**src/rtl/fp_mul_pipe_pkg.sv**
```systemverilog
// Shared FPU types for the pipelined multiplier.
// Operand classes, packed fp layout, bias and canonical qNaN.
package fp_mul_pipe_pkg;

  localparam int FP_EXP_W  = 8;
  localparam int FP_FRAC_W = 7;

  typedef enum logic [1:0] {
    ZERO,
    NORM,
    INF,
    NAN
  } fp_cls_e;

  typedef struct packed {
    logic                 sign;
    logic [FP_EXP_W-1:0]  exp;
    logic [FP_FRAC_W-1:0] frac;
  } fp_t;

  function automatic int f_bias(input int ew);
    return (1 << (ew - 1)) - 1;
  endfunction

  localparam int FP_BIAS = f_bias(FP_EXP_W);

  localparam fp_t FP_QNAN = fp_t'({
    1'b0,
    {FP_EXP_W{1'b1}},
    1'b1,
    {(FP_FRAC_W-1){1'b0}}
  });

endpackage

```
**src/rtl/fp_mul_pipe_classify.sv**
```systemverilog
// Operand classifier: zero (incl. subnormal), inf, NaN, normal.
// Purely combinational, used twice in the first stage.
module fp_classify
  import fp_mul_pipe_pkg::*;
#(
  parameter int EXP_WIDTH  = FP_EXP_W,
  parameter int FRAC_WIDTH = FP_FRAC_W
) (
  input  logic [EXP_WIDTH-1:0]  i_exp,
  input  logic [FRAC_WIDTH-1:0] i_frac,
  output fp_cls_e               o_cls
);

  logic w_zero;
  logic w_top;
  logic w_fnz;

  assign w_zero = ~|i_exp;
  assign w_top  = &i_exp;
  assign w_fnz  = |i_frac;

  // Exclusive class decode, subnormals fold into zero
  always_comb begin
    o_cls = NORM;
    unique case (1'b1)
      w_zero:          o_cls = ZERO;
      w_top & ~w_fnz:  o_cls = INF;
      w_top & w_fnz:   o_cls = NAN;
      default:         o_cls = NORM;
    endcase
  end

endmodule

```
**src/rtl/fp_mul_pipe.sv**
```systemverilog
// Three-stage pipelined FP multiplier with valid/ready flow control.
// FP_MUL_PIPE_RNE_EN selects round-to-nearest-even, else truncation.
module fp_mul_pipe
  import fp_mul_pipe_pkg::*;
#(
  parameter int EXP_WIDTH  = FP_EXP_W,
  parameter int FRAC_WIDTH = FP_FRAC_W
) (
  input  logic                              clk,
  input  logic                              rst_n,
  input  logic                              in_valid,
  output logic                              in_ready,
  input  logic [EXP_WIDTH+FRAC_WIDTH:0]     op1,
  input  logic [EXP_WIDTH+FRAC_WIDTH:0]     op2,
  output logic                              out_valid,
  input  logic                              out_ready,
  output logic [EXP_WIDTH+FRAC_WIDTH:0]     result,
  output logic [3:0]                        flags
);

  localparam int E  = EXP_WIDTH;
  localparam int F  = FRAC_WIDTH;
  localparam int W  = 1 + E + F;
  localparam int EW = E + 2;
  localparam int MW = F + 1;
  localparam int PW = 2 * MW;

  localparam logic signed [EW-1:0] C_BIAS =
    EW'(f_bias(E));
  localparam logic signed [EW-1:0] C_EMAX =
    EW'((1 << E) - 1);
  localparam logic signed [EW-1:0] C_ONE = EW'(1);

  localparam logic [W-1:0] C_QNAN =
    {1'b0, {E{1'b1}}, 1'b1, {(F-1){1'b0}}};
  localparam logic [W-2:0] C_INF_MAG =
    {{E{1'b1}}, {F{1'b0}}};

  // ---------------- flow control ----------------
  logic w_adv1;
  logic w_adv2;
  logic w_adv3;

  logic r1_valid;
  logic r2_valid;
  logic r3_valid;

  assign w_adv3   = ~r3_valid | out_ready;
  assign w_adv2   = ~r2_valid | w_adv3;
  assign w_adv1   = ~r1_valid | w_adv2;
  assign in_ready = w_adv1;

  // ---------------- stage 1 ----------------
  logic         w_s1;
  logic         w_s2;
  logic [E-1:0] w_e1;
  logic [E-1:0] w_e2;
  logic [F-1:0] w_f1;
  logic [F-1:0] w_f2;
  fp_cls_e      w_c1;
  fp_cls_e      w_c2;

  assign w_s1 = op1[W-1];
  assign w_e1 = op1[W-2:F];
  assign w_f1 = op1[F-1:0];
  assign w_s2 = op2[W-1];
  assign w_e2 = op2[W-2:F];
  assign w_f2 = op2[F-1:0];

  fp_classify #(
    .EXP_WIDTH  (E),
    .FRAC_WIDTH (F)
  ) u_cls1 (
    .i_exp  (w_e1),
    .i_frac (w_f1),
    .o_cls  (w_c1)
  );

  fp_classify #(
    .EXP_WIDTH  (E),
    .FRAC_WIDTH (F)
  ) u_cls2 (
    .i_exp  (w_e2),
    .i_frac (w_f2),
    .o_cls  (w_c2)
  );

  logic w_sign;
  logic w_any_nan;
  logic w_any_inf;
  logic w_any_zero;
  logic w_is_inv;
  logic w_is_inf;
  logic w_is_zero;

  assign w_sign     = w_s1 ^ w_s2;
  assign w_any_nan  = (w_c1 == NAN) | (w_c2 == NAN);
  assign w_any_inf  = (w_c1 == INF) | (w_c2 == INF);
  assign w_any_zero = (w_c1 == ZERO) | (w_c2 == ZERO);

  assign w_is_inv  = ~w_any_nan & w_any_inf & w_any_zero;
  assign w_is_inf  = ~w_any_nan & w_any_inf & ~w_any_zero;
  assign w_is_zero = ~w_any_nan & w_any_zero & ~w_any_inf;

  logic         w_sp;
  logic         w_sp_inv;
  logic [W-1:0] w_sp_res;

  // Special-operand result, NaN dominates everything
  always_comb begin
    w_sp     = 1'b1;
    w_sp_inv = 1'b0;
    w_sp_res = '0;
    unique case (1'b1)
      w_any_nan: w_sp_res = C_QNAN;
      w_is_inv: begin
        w_sp_res = C_QNAN;
        w_sp_inv = 1'b1;
      end
      w_is_inf:  w_sp_res = {w_sign, C_INF_MAG};
      w_is_zero: w_sp_res = {w_sign, {(W-1){1'b0}}};
      default:   w_sp     = 1'b0;
    endcase
  end

  logic signed [EW-1:0] w_e_sum;

  assign w_e_sum = EW'(w_e1) + EW'(w_e2) - C_BIAS;

  logic                 r1_sp;
  logic                 r1_sp_inv;
  logic [W-1:0]         r1_sp_res;
  logic                 r1_sign;
  logic signed [EW-1:0] r1_exp;
  logic [MW-1:0]        r1_m1;
  logic [MW-1:0]        r1_m2;

  // Stage 1 register: class outcome, exponent sum, mantissas
  always_ff @(posedge clk or negedge rst_n) begin
    if (!rst_n) begin
      r1_valid  <= 1'b0;
      r1_sp     <= 1'b0;
      r1_sp_inv <= 1'b0;
      r1_sp_res <= '0;
      r1_sign   <= 1'b0;
      r1_exp    <= '0;
      r1_m1     <= '0;
      r1_m2     <= '0;
    end else if (w_adv1) begin
      r1_valid <= in_valid;
      if (in_valid) begin
        r1_sp     <= w_sp;
        r1_sp_inv <= w_sp_inv;
        r1_sp_res <= w_sp_res;
        r1_sign   <= w_sign;
        r1_exp    <= w_e_sum;
        r1_m1     <= {1'b1, w_f1};
        r1_m2     <= {1'b1, w_f2};
      end
    end
  end

  // ---------------- stage 2 ----------------
  logic [PW-1:0]        w_prod;
  logic                 w_hi;
  logic [F-1:0]         w_frac2;
  logic                 w_guard2;
  logic                 w_sticky2;
  logic signed [EW-1:0] w_exp2;

  assign w_prod = {{(PW-MW){1'b0}}, r1_m1}
                * {{(PW-MW){1'b0}}, r1_m2};
  assign w_hi   = w_prod[PW-1];

  // Normalise into [1,2) and split off guard/sticky
  always_comb begin
    if (w_hi) begin
      w_frac2   = w_prod[2*F -: F];
      w_guard2  = w_prod[F];
      w_sticky2 = |w_prod[F-1:0];
    end else begin
      w_frac2   = w_prod[2*F-1 -: F];
      w_guard2  = w_prod[F-1];
      w_sticky2 = |w_prod[F-2:0];
    end
  end

  assign w_exp2 = r1_exp + EW'(w_hi);

  logic                 r2_sp;
  logic                 r2_sp_inv;
  logic [W-1:0]         r2_sp_res;
  logic                 r2_sign;
  logic signed [EW-1:0] r2_exp;
  logic [F-1:0]         r2_frac;
  logic                 r2_guard;
  logic                 r2_sticky;

  // Stage 2 register: normalised mantissa and round bits
  always_ff @(posedge clk or negedge rst_n) begin
    if (!rst_n) begin
      r2_valid  <= 1'b0;
      r2_sp     <= 1'b0;
      r2_sp_inv <= 1'b0;
      r2_sp_res <= '0;
      r2_sign   <= 1'b0;
      r2_exp    <= '0;
      r2_frac   <= '0;
      r2_guard  <= 1'b0;
      r2_sticky <= 1'b0;
    end else if (w_adv2) begin
      r2_valid <= r1_valid;
      if (r1_valid) begin
        r2_sp     <= r1_sp;
        r2_sp_inv <= r1_sp_inv;
        r2_sp_res <= r1_sp_res;
        r2_sign   <= r1_sign;
        r2_exp    <= w_exp2;
        r2_frac   <= w_frac2;
        r2_guard  <= w_guard2;
        r2_sticky <= w_sticky2;
      end
    end
  end

  // ---------------- stage 3 ----------------
  logic [F-1:0]         w_frac3;
  logic signed [EW-1:0] w_exp3;

`ifdef FP_MUL_PIPE_RNE_EN
  logic         w_inc;
  logic [F:0]   w_sum;

  assign w_inc   = r2_guard & (r2_sticky | r2_frac[0]);
  assign w_sum   = {1'b0, r2_frac} + {{F{1'b0}}, w_inc};
  assign w_frac3 = w_sum[F-1:0];
  assign w_exp3  = r2_exp + EW'(w_sum[F]);
`else
  assign w_frac3 = r2_frac;
  assign w_exp3  = r2_exp;
`endif

  logic [W-1:0] w_res;
  logic [3:0]   w_flg;

  // Pack result, saturating to inf or flushing to zero
  always_comb begin
    w_res = {r2_sign, w_exp3[E-1:0], w_frac3};
    w_flg = {3'b000, r2_guard | r2_sticky};
    if (r2_sp) begin
      w_res = r2_sp_res;
      w_flg = {r2_sp_inv, 3'b000};
    end else if (w_exp3 >= C_EMAX) begin
      w_res = {r2_sign, C_INF_MAG};
      w_flg = 4'b0101;
    end else if (w_exp3 < C_ONE) begin
      w_res = {r2_sign, {(W-1){1'b0}}};
      w_flg = 4'b0011;
    end
  end

  logic [W-1:0] r3_result;
  logic [3:0]   r3_flags;

  // Stage 3 register: held while the consumer stalls
  always_ff @(posedge clk or negedge rst_n) begin
    if (!rst_n) begin
      r3_valid  <= 1'b0;
      r3_result <= '0;
      r3_flags  <= '0;
    end else if (w_adv3) begin
      r3_valid <= r2_valid;
      if (r2_valid) begin
        r3_result <= w_res;
        r3_flags  <= w_flg;
      end
    end
  end

  assign out_valid = r3_valid;
  assign result    = r3_result;
  assign flags     = r3_flags;

endmodule

```
**config.mk**
```make
export PLATFORM = sky130hd
export DESIGN_NAME = fp_mul_pipe
export DESIGN_NICKNAME = d
export VERILOG_FILES = /design/src/rtl/fp_mul_pipe_pkg.sv /design/src/rtl/fp_mul_pipe_classify.sv /design/src/rtl/fp_mul_pipe.sv
export SDC_FILE = /design/constraint.sdc
export NUM_CORES = 1
export LEC_CHECK = 0
export CAP_MARGIN = 20
export CORE_MARGIN = 8
export CORE_UTILIZATION = 40
export CTS_CLUSTER_SIZE = 8
export DETAILED_ROUTE_END_ITERATION = 16
export PLACE_DENSITY = 0.66
export SYNTH_ARGS = -nofsm -noshare
export SYNTH_HDL_FRONTEND = slang
export SYNTH_SLANG_ARGS = --single-unit
```
**constraint.sdc**
```tcl
create_clock -name clk -period 12.85 [get_ports clk]
set_input_delay 2.57 -clock clk [delete_from_list [all_inputs] [get_ports clk]]
set_output_delay 2.57 -clock clk [all_outputs]
set_load 0.03 [all_outputs]
```
==> results of run 1 <==
where the power goes:
part	switching [mW]	internal, mW
combinational	0.706	0.546
clock	0.0978	0.162
sequential	0.0638	0.322
total	0.868	1.03
cell type report:
| class | instances | area (µm²) | share of cell area (%) |
|---|---|---|---|
| clock inverters | 4 | 52.6 | 0.751 |
| inverters | 57 | 214 | 3.06 |
| multi-input cells | 451 | 3650 | 52.2 |
| clock buffers | 12 | 256 | 3.67 |
| flip-flops and latches | 79 | 1980 | 28.3 |
| repair buffers | 60 | 611 | 8.73 |
| well taps | 184 | 230 | 3.29 |
routing by layer:
metal  GRT usage, %  routed length (µm)  share of wire (%)  up-vias
li1               -                   -                  -     2171
met1           17.8                5930                 48     2085
met2           22.6                5670                 46       78
met3           2.52                 500                4.1       12
met4           3.86                 149                1.2        0
met5              0                   0                  0        -
state kept, by name, summed over array words and instances (netlist names), 3 cells and up:
| signal | flops |
|---|---|
| flags | 4 |
| r1_exp | 10 |
| r1_m1 | 8 |
| r1_m2 | 7 |
| r1_sp_res | 3 |
| r2_exp | 10 |
| r2_frac | 7 |
| r2_sp_res | 3 |
| result | 16 |
cells in the mapped netlist (all sizes together):
| cell | count |
|---|---|
| nand2b | 5 |
| fa | 37 |
| clkbuf | 16 |
| mux2 | 16 |
| o21ai | 32 |
| o41ai | 1 |
| o31a | 1 |
| nand4b | 1 |
| a22oi | 2 |
| nand3b | 1 |
| a211oi | 4 |
| and2b | 1 |
| nor2 | 21 |
| ha | 53 |
| a221o | 12 |
| nor4b | 1 |
| xor2 | 12 |
| nand4 | 9 |
| dfrtp | 79 |
| a21oi | 18 |
| nand3 | 11 |
| o311ai | 2 |
| o31ai | 3 |
| nand2 | 89 |
| nor3 | 8 |
| and2 | 55 |
| a211o | 2 |
| a221oi | 1 |
| buf | 1 |
| a31oi | 3 |
| mux2i | 1 |
| and3 | 2 |
| o211ai | 5 |
| a21o | 6 |
| o21a | 3 |
| o21bai | 2 |
| nor3b | 2 |
| nor2b | 4 |
| a22o | 6 |
| nor4 | 8 |
| inv | 57 |
| xnor2 | 11 |
worst max-delay path, stage by stage:
cell and delay [ps]:
clkdlybuf4s50_1 500, nand4b_1 210, clkdlybuf4s50_1 710
through the flow:
step | instance area (µm²) | util, % | instances | setup WS, ps | total power [mW]
floorplan | 5920 | - | 604 | 7270 | 1.36
global route | 6990 | 48.3 | 847 | 6200 | 2.08
finish | 6990 | 48.3 | 847 | 6290 | 1.90
global placement | 6660 | 46.0 | 830 | 6300 | 1.59
detailed placement | 6660 | 46.0 | 830 | 6290 | 1.64
CTS | 6970 | 48.1 | 846 | 6280 | 1.91
worst paths after layout:
path                                           start                        end  slack, ps  cells past startpoint
setup / recovery                           out_ready                   in_ready       6290                      3
hold / removal             r2_sp_res[15]$_DFFE_PN0P_  r2_sp_res[15]$_DFFE_PN0P_        480                      2
setup reg to reg                r1_m1[7]$_DFFE_PN0P_      r2_exp[8]$_DFFE_PN0P_       7110                     20
hold reg to reg            r2_sp_res[15]$_DFFE_PN0P_  r2_sp_res[15]$_DFFE_PN0P_        480                      2
max in group asynchronous                      rst_n       r1_m1[4]$_DFFE_PN0P_      10200                      2
min in group asynchronous                      rst_n      r1_exp[9]$_DFFE_PN0P_       2080                      1
cells by family (layout without fill, tap and decap cells):
kind of cell    count (synthesis)  count (layout)
flops                          79              79
compound gates                103             103
simple gates                  218             218
fa+ha+maj                      90              90
xor+xnor                       23              23
mux                            17              17
buf+inv                        74             133
==> impl_metrics.toml, run 1 <==
[clocking]
ctsResizeCount = 0
cts_buffers = 9
root_buffer = "clkbuf_16"
htreeDepth = 3
clk_latency_ps = 330
cts_setup_buffers = 0
clock_sinks = 79
clockBufferDepth = 2
cts_tree = "done"
clk_pin_slew_ps = 60
hold_buffers = 0

[global_routing]
grt_pass1_wl_mm = 20.9
grt_pass1_vias = 4426
grt_antenna_before_repair = 0
grt_max_degree = 80
grt_overflow = 0
grt_usage_pct = 13.6

[timing]
worst_pin_slew_ps = 839
clock_skew_ps = 5.95
rsz0062_at_grt = "no"
relSlewSlack_pct = 43.9
whs_ps = 476
fmax_mhz = 152
period_share_pct = 51.1
drv_slew = 0
setup_viol = 0
hold_viol_final = 0
period_needed_ps = 6560
setup-tns-final_ps = 0

[finish]
final_common_cell = "nand2_1"
layout_common_cells = "89 x nand2_1, 79 x dfrtp_1, 57 x inv_1"
fin_nets = 784
area_delta_synth_final_pct = 18.2
num-fill-cells = 1337
drive_above_1_share_pct = 7.99
antenna_cells = 0

[yosys]
yosysWarnings = 0
synth_compound_area_share_pct = 12.8
synth_top_cell_area_share_pct = 33.4
ys_ff_latch = 79
synth.area.mux_share_pct = 3.21
ys_types = 57
synth_xor_area_share_pct = 3.40
synth_area_per_cell_um2 = 9.80
synth_top_cell_by_area = "dfrtp_1"
syn-num-nets = 730
synthCells = 604
netlist_area_um2 = 5920
seq_area_frac_synth_pct = 33.4
synth_fa_ha_area_share_pct = 23.7
synth_top_family_by_area = "adder cells"
yosys-top-cells-area = "dfrtp_1 33%, fa_1 13%, ha_1 11%, nand2_1 5.6%, and2_1 5.6%"
synth-simple-area-share_pct = 18.6

[critical_path]
path_max_fanout = 4
crit_type = "input port to output port"
end_kind = "output port"
crit_required_ps = 10280
cp.arrival_ps = 3990
crit_path_start_kind = "input port"

[floorplanning]
initial_core_util_pct = 40.9
die_height_um = 138
fp-row-count = 44
dieArea_um2 = 18900
core_area_um2 = 14500
die_w_um = 138
io_pins = 58

[placed_design]
gp_congestion = 0.845
io_buffers = 57
place_hpwl_mm = 9.80

[routing]
wirelength_mm = 12.3
drt-initial-drc-count = 196
route.detailed.drc = 0
vias_per_cell = 5.13
vias = 4346
routedWlPerCell_um = 14.5
ant_nets = 0
dr.pass1.iters = 4

[pwr]
leakage_nw = 3.20
irDropWorstVdd_mv = 0.142
cellPowerDensity_nw_per_um2 = 271

[run_status]
status = "finished clean"

[flow_run]
drv_cap = 0

[hold_path]
min_path_type = "register to register"
No activity file was read; power rests on OpenSTA's default activity.
==> run 2, diff against run 1 <==
==> constraint.sdc (replaced) <==
create_clock -name clk -period 6.4 [get_ports clk]
set_input_delay 1.28 -clock clk [delete_from_list [all_inputs] [get_ports clk]]
set_output_delay 1.28 -clock clk [all_outputs]
set_load 0.03 [all_outputs]
==> impl_metrics.toml, run 2 (same netlist as run 1, synthesis figures left out) <==
[pwr]
switchingPower_mw = 1.73
irDropWorstVdd_mv = 0.338
cellPowerDensity_nw_per_um2 = 551
sw_frac_of_total_pct = 44.8
power.internal_mw = 2.13
clkPwrFrac_pct = 15.1
pwr-share-comb_pct = 64.8
p_seq_share_pct = 20.1
leakage_nw = 3.21

[floorplanning]
core_area_um2 = 14500
dieArea_um2 = 18900
fp-row-count = 44
io_pins = 58
die_w_um = 138
initial_core_util_pct = 40.9
die_height_um = 138

[placed_design]
gp_congestion = 0.815
place_hpwl_mm = 9.85
io_buffers = 57

[critical_path]
cp.arrival_ps = 5540
crit_required_ps = 6600
cp_top_family = "adder cells"
crit_type = "register to register"
crit_path_start_kind = "register"
path_common_cell = "fa_1"
path_max_fanout = 18
cp_slowest_cell = "fa_1"
crit_chain = "and2_1 -> fa_1 -> fa_1 -> fa_1 -> inv_1 -> fa_1 -> inv_1 -> ha_1 -> and3_2 -> a31oi_4 -> nor2_2 -> a211oi_4 -> buf_4 -> ha_1 -> ha_1 -> nand3_1 -> nor2_1 -> xnor2_1 -> o21ai_0"
max_stage_delay_ps = 540
end_kind = "register"
path_buf_inv = 3

[clocking]
ctsResizeCount = 0
hold_buffers = 0
clk_pin_slew_ps = 60
clk_latency_ps = 330
cts_buffers = 9
cts_setup_buffers = 0
clockBufferDepth = 2
root_buffer = "clkbuf_16"
htreeDepth = 3
cts_tree = "done"
clock_sinks = 79

[timing]
hold_viol_final = 0
worst_pin_slew_ps = 995
drv_slew = 0
period_needed_ps = 5340
relSlewSlack_pct = 33.6
setup_viol = 0
setup-tns-final_ps = 0
period_share_pct = 83.4
fmax_mhz = 187
clock_skew_ps = 3.41
rsz0062_at_grt = "no"

[run_status]
status = "finished clean"

[routing]
drt-initial-drc-count = 208
vias = 4356
wirelength_mm = 12.3
vias_per_cell = 5.14
dr.pass1.iters = 4
route.detailed.drc = 0
routedWlPerCell_um = 14.5
ant_nets = 0

[global_routing]
grt_pass1_wl_mm = 21.3
grt_pass1_vias = 4508
grt_antenna_before_repair = 0
grt_usage_pct = 13.7
grt_max_degree = 80
grt_overflow = 0

[finish]
drive_above_1_share_pct = 7.99
largest_reg_flops = 16
num-fill-cells = 1361
antenna_cells = 0
layout_common_cells = "89 x nand2_1, 79 x dfrtp_1, 57 x inv_1"
final_common_cell = "nand2_1"
area_delta_synth_final_pct = 18.5
fin_nets = 784
fin_util_pct = 48.4

[flow_run]
drv_cap = 0

[hold_path]
min_path_type = "register to register"
[run 2: changes by cell type in the layout (fill, tap and decap cells not counted)]
cell | previous run | this run
inv_6 | 1 | 2
bufinv_16 | 1 | 3
clkinv_4 | 1 | 0
clkinv_2 | 1 | 0
clkinvlp_4 | 0 | 1
clkbuf_8 | 2 | 0
buf_16 | 1 | 0
buf_4 | 3 | 4
[run 2: area by class of cell]
class	instances	area [µm²]	area share (%)
Inverter	57	214	3.05
Timing Repair Buffer	60	591	8.43
Sequential cell	79	1980	28.2
Clock inverter	6	115	1.64
Tap cell	184	230	3.28
Multi-Input combinational cell	451	3650	52.1
Clock buffer	10	229	3.27
[run 2: per-stage QoR]
step / cells / power [mW] / setup WS (ps) / instance area, µm² / hold slack, ps
2_1_floorplan: 604 / 2.73 / 1200 / 5920 / 439
4_1_cts: 847 / 3.90 / 1020 / 7010 / 479
6_report: 847 / 3.86 / 1060 / 7010 / 476
3_3_place_gp: 831 / 3.22 / 1200 / 6670 / 458
3_5_place_dp: 831 / 3.29 / 1040 / 6670 / 461
5_1_grt: 847 / 4.24 / 685 / 7010 / 507
[run 2: final timing paths]
| check | startpoint | end | slack (ps) | depth (start not counted) |
|---|---|---|---|---|
| worst max-delay path | r1_m1[7]$_DFFE_PN0P_ | r2_exp[6]$_DFFE_PN0P_ | 1060 | 19 |
| worst min-delay path | r2_sp_res[15]$_DFFE_PN0P_ | r2_sp_res[15]$_DFFE_PN0P_ | 480 | 2 |
| worst max register to register | r1_m1[7]$_DFFE_PN0P_ | r2_exp[6]$_DFFE_PN0P_ | 1060 | 19 |
| worst min register to register | r2_sp_res[15]$_DFFE_PN0P_ | r2_sp_res[15]$_DFFE_PN0P_ | 480 | 2 |
| max in group asynchronous | rst_n | r1_m2[1]$_DFFE_PN0P_ | 4640 | 1 |
| min in group asynchronous | rst_n | flags[0]$_DFFE_PN0P_ | 1080 | 1 |
[run 2: power by group through the flow]
| stage | clock [mW] | combinational, mW | sequential [mW] |
|---|---|---|---|
| final | 0.582 | 2.50 | 0.778 |
| after detailed placement | 0 | 2.50 | 0.788 |
| after global routing | 0.616 | 2.83 | 0.801 |
| after global placement | 0 | 2.44 | 0.780 |
| after CTS | 0.596 | 2.53 | 0.779 |
| after floorplan | 0 | 1.89 | 0.847 |
[run 2: layer usage]
layer  GRT usage (%)  share of wire, %  vias to the layer above
met3            2.19               3.2                       12
li1                -                 -                     2160
met1            18.4                48                     2116
met4            3.14               1.0                        0
met5               0                 0                        -
met2            22.7                48                       68
[run 2: worst min-delay path, delay by kind of cell, from the launching register on]
kind	cells	cell delay, ps
DFF	1	340
and+or+nand+nor	2	100
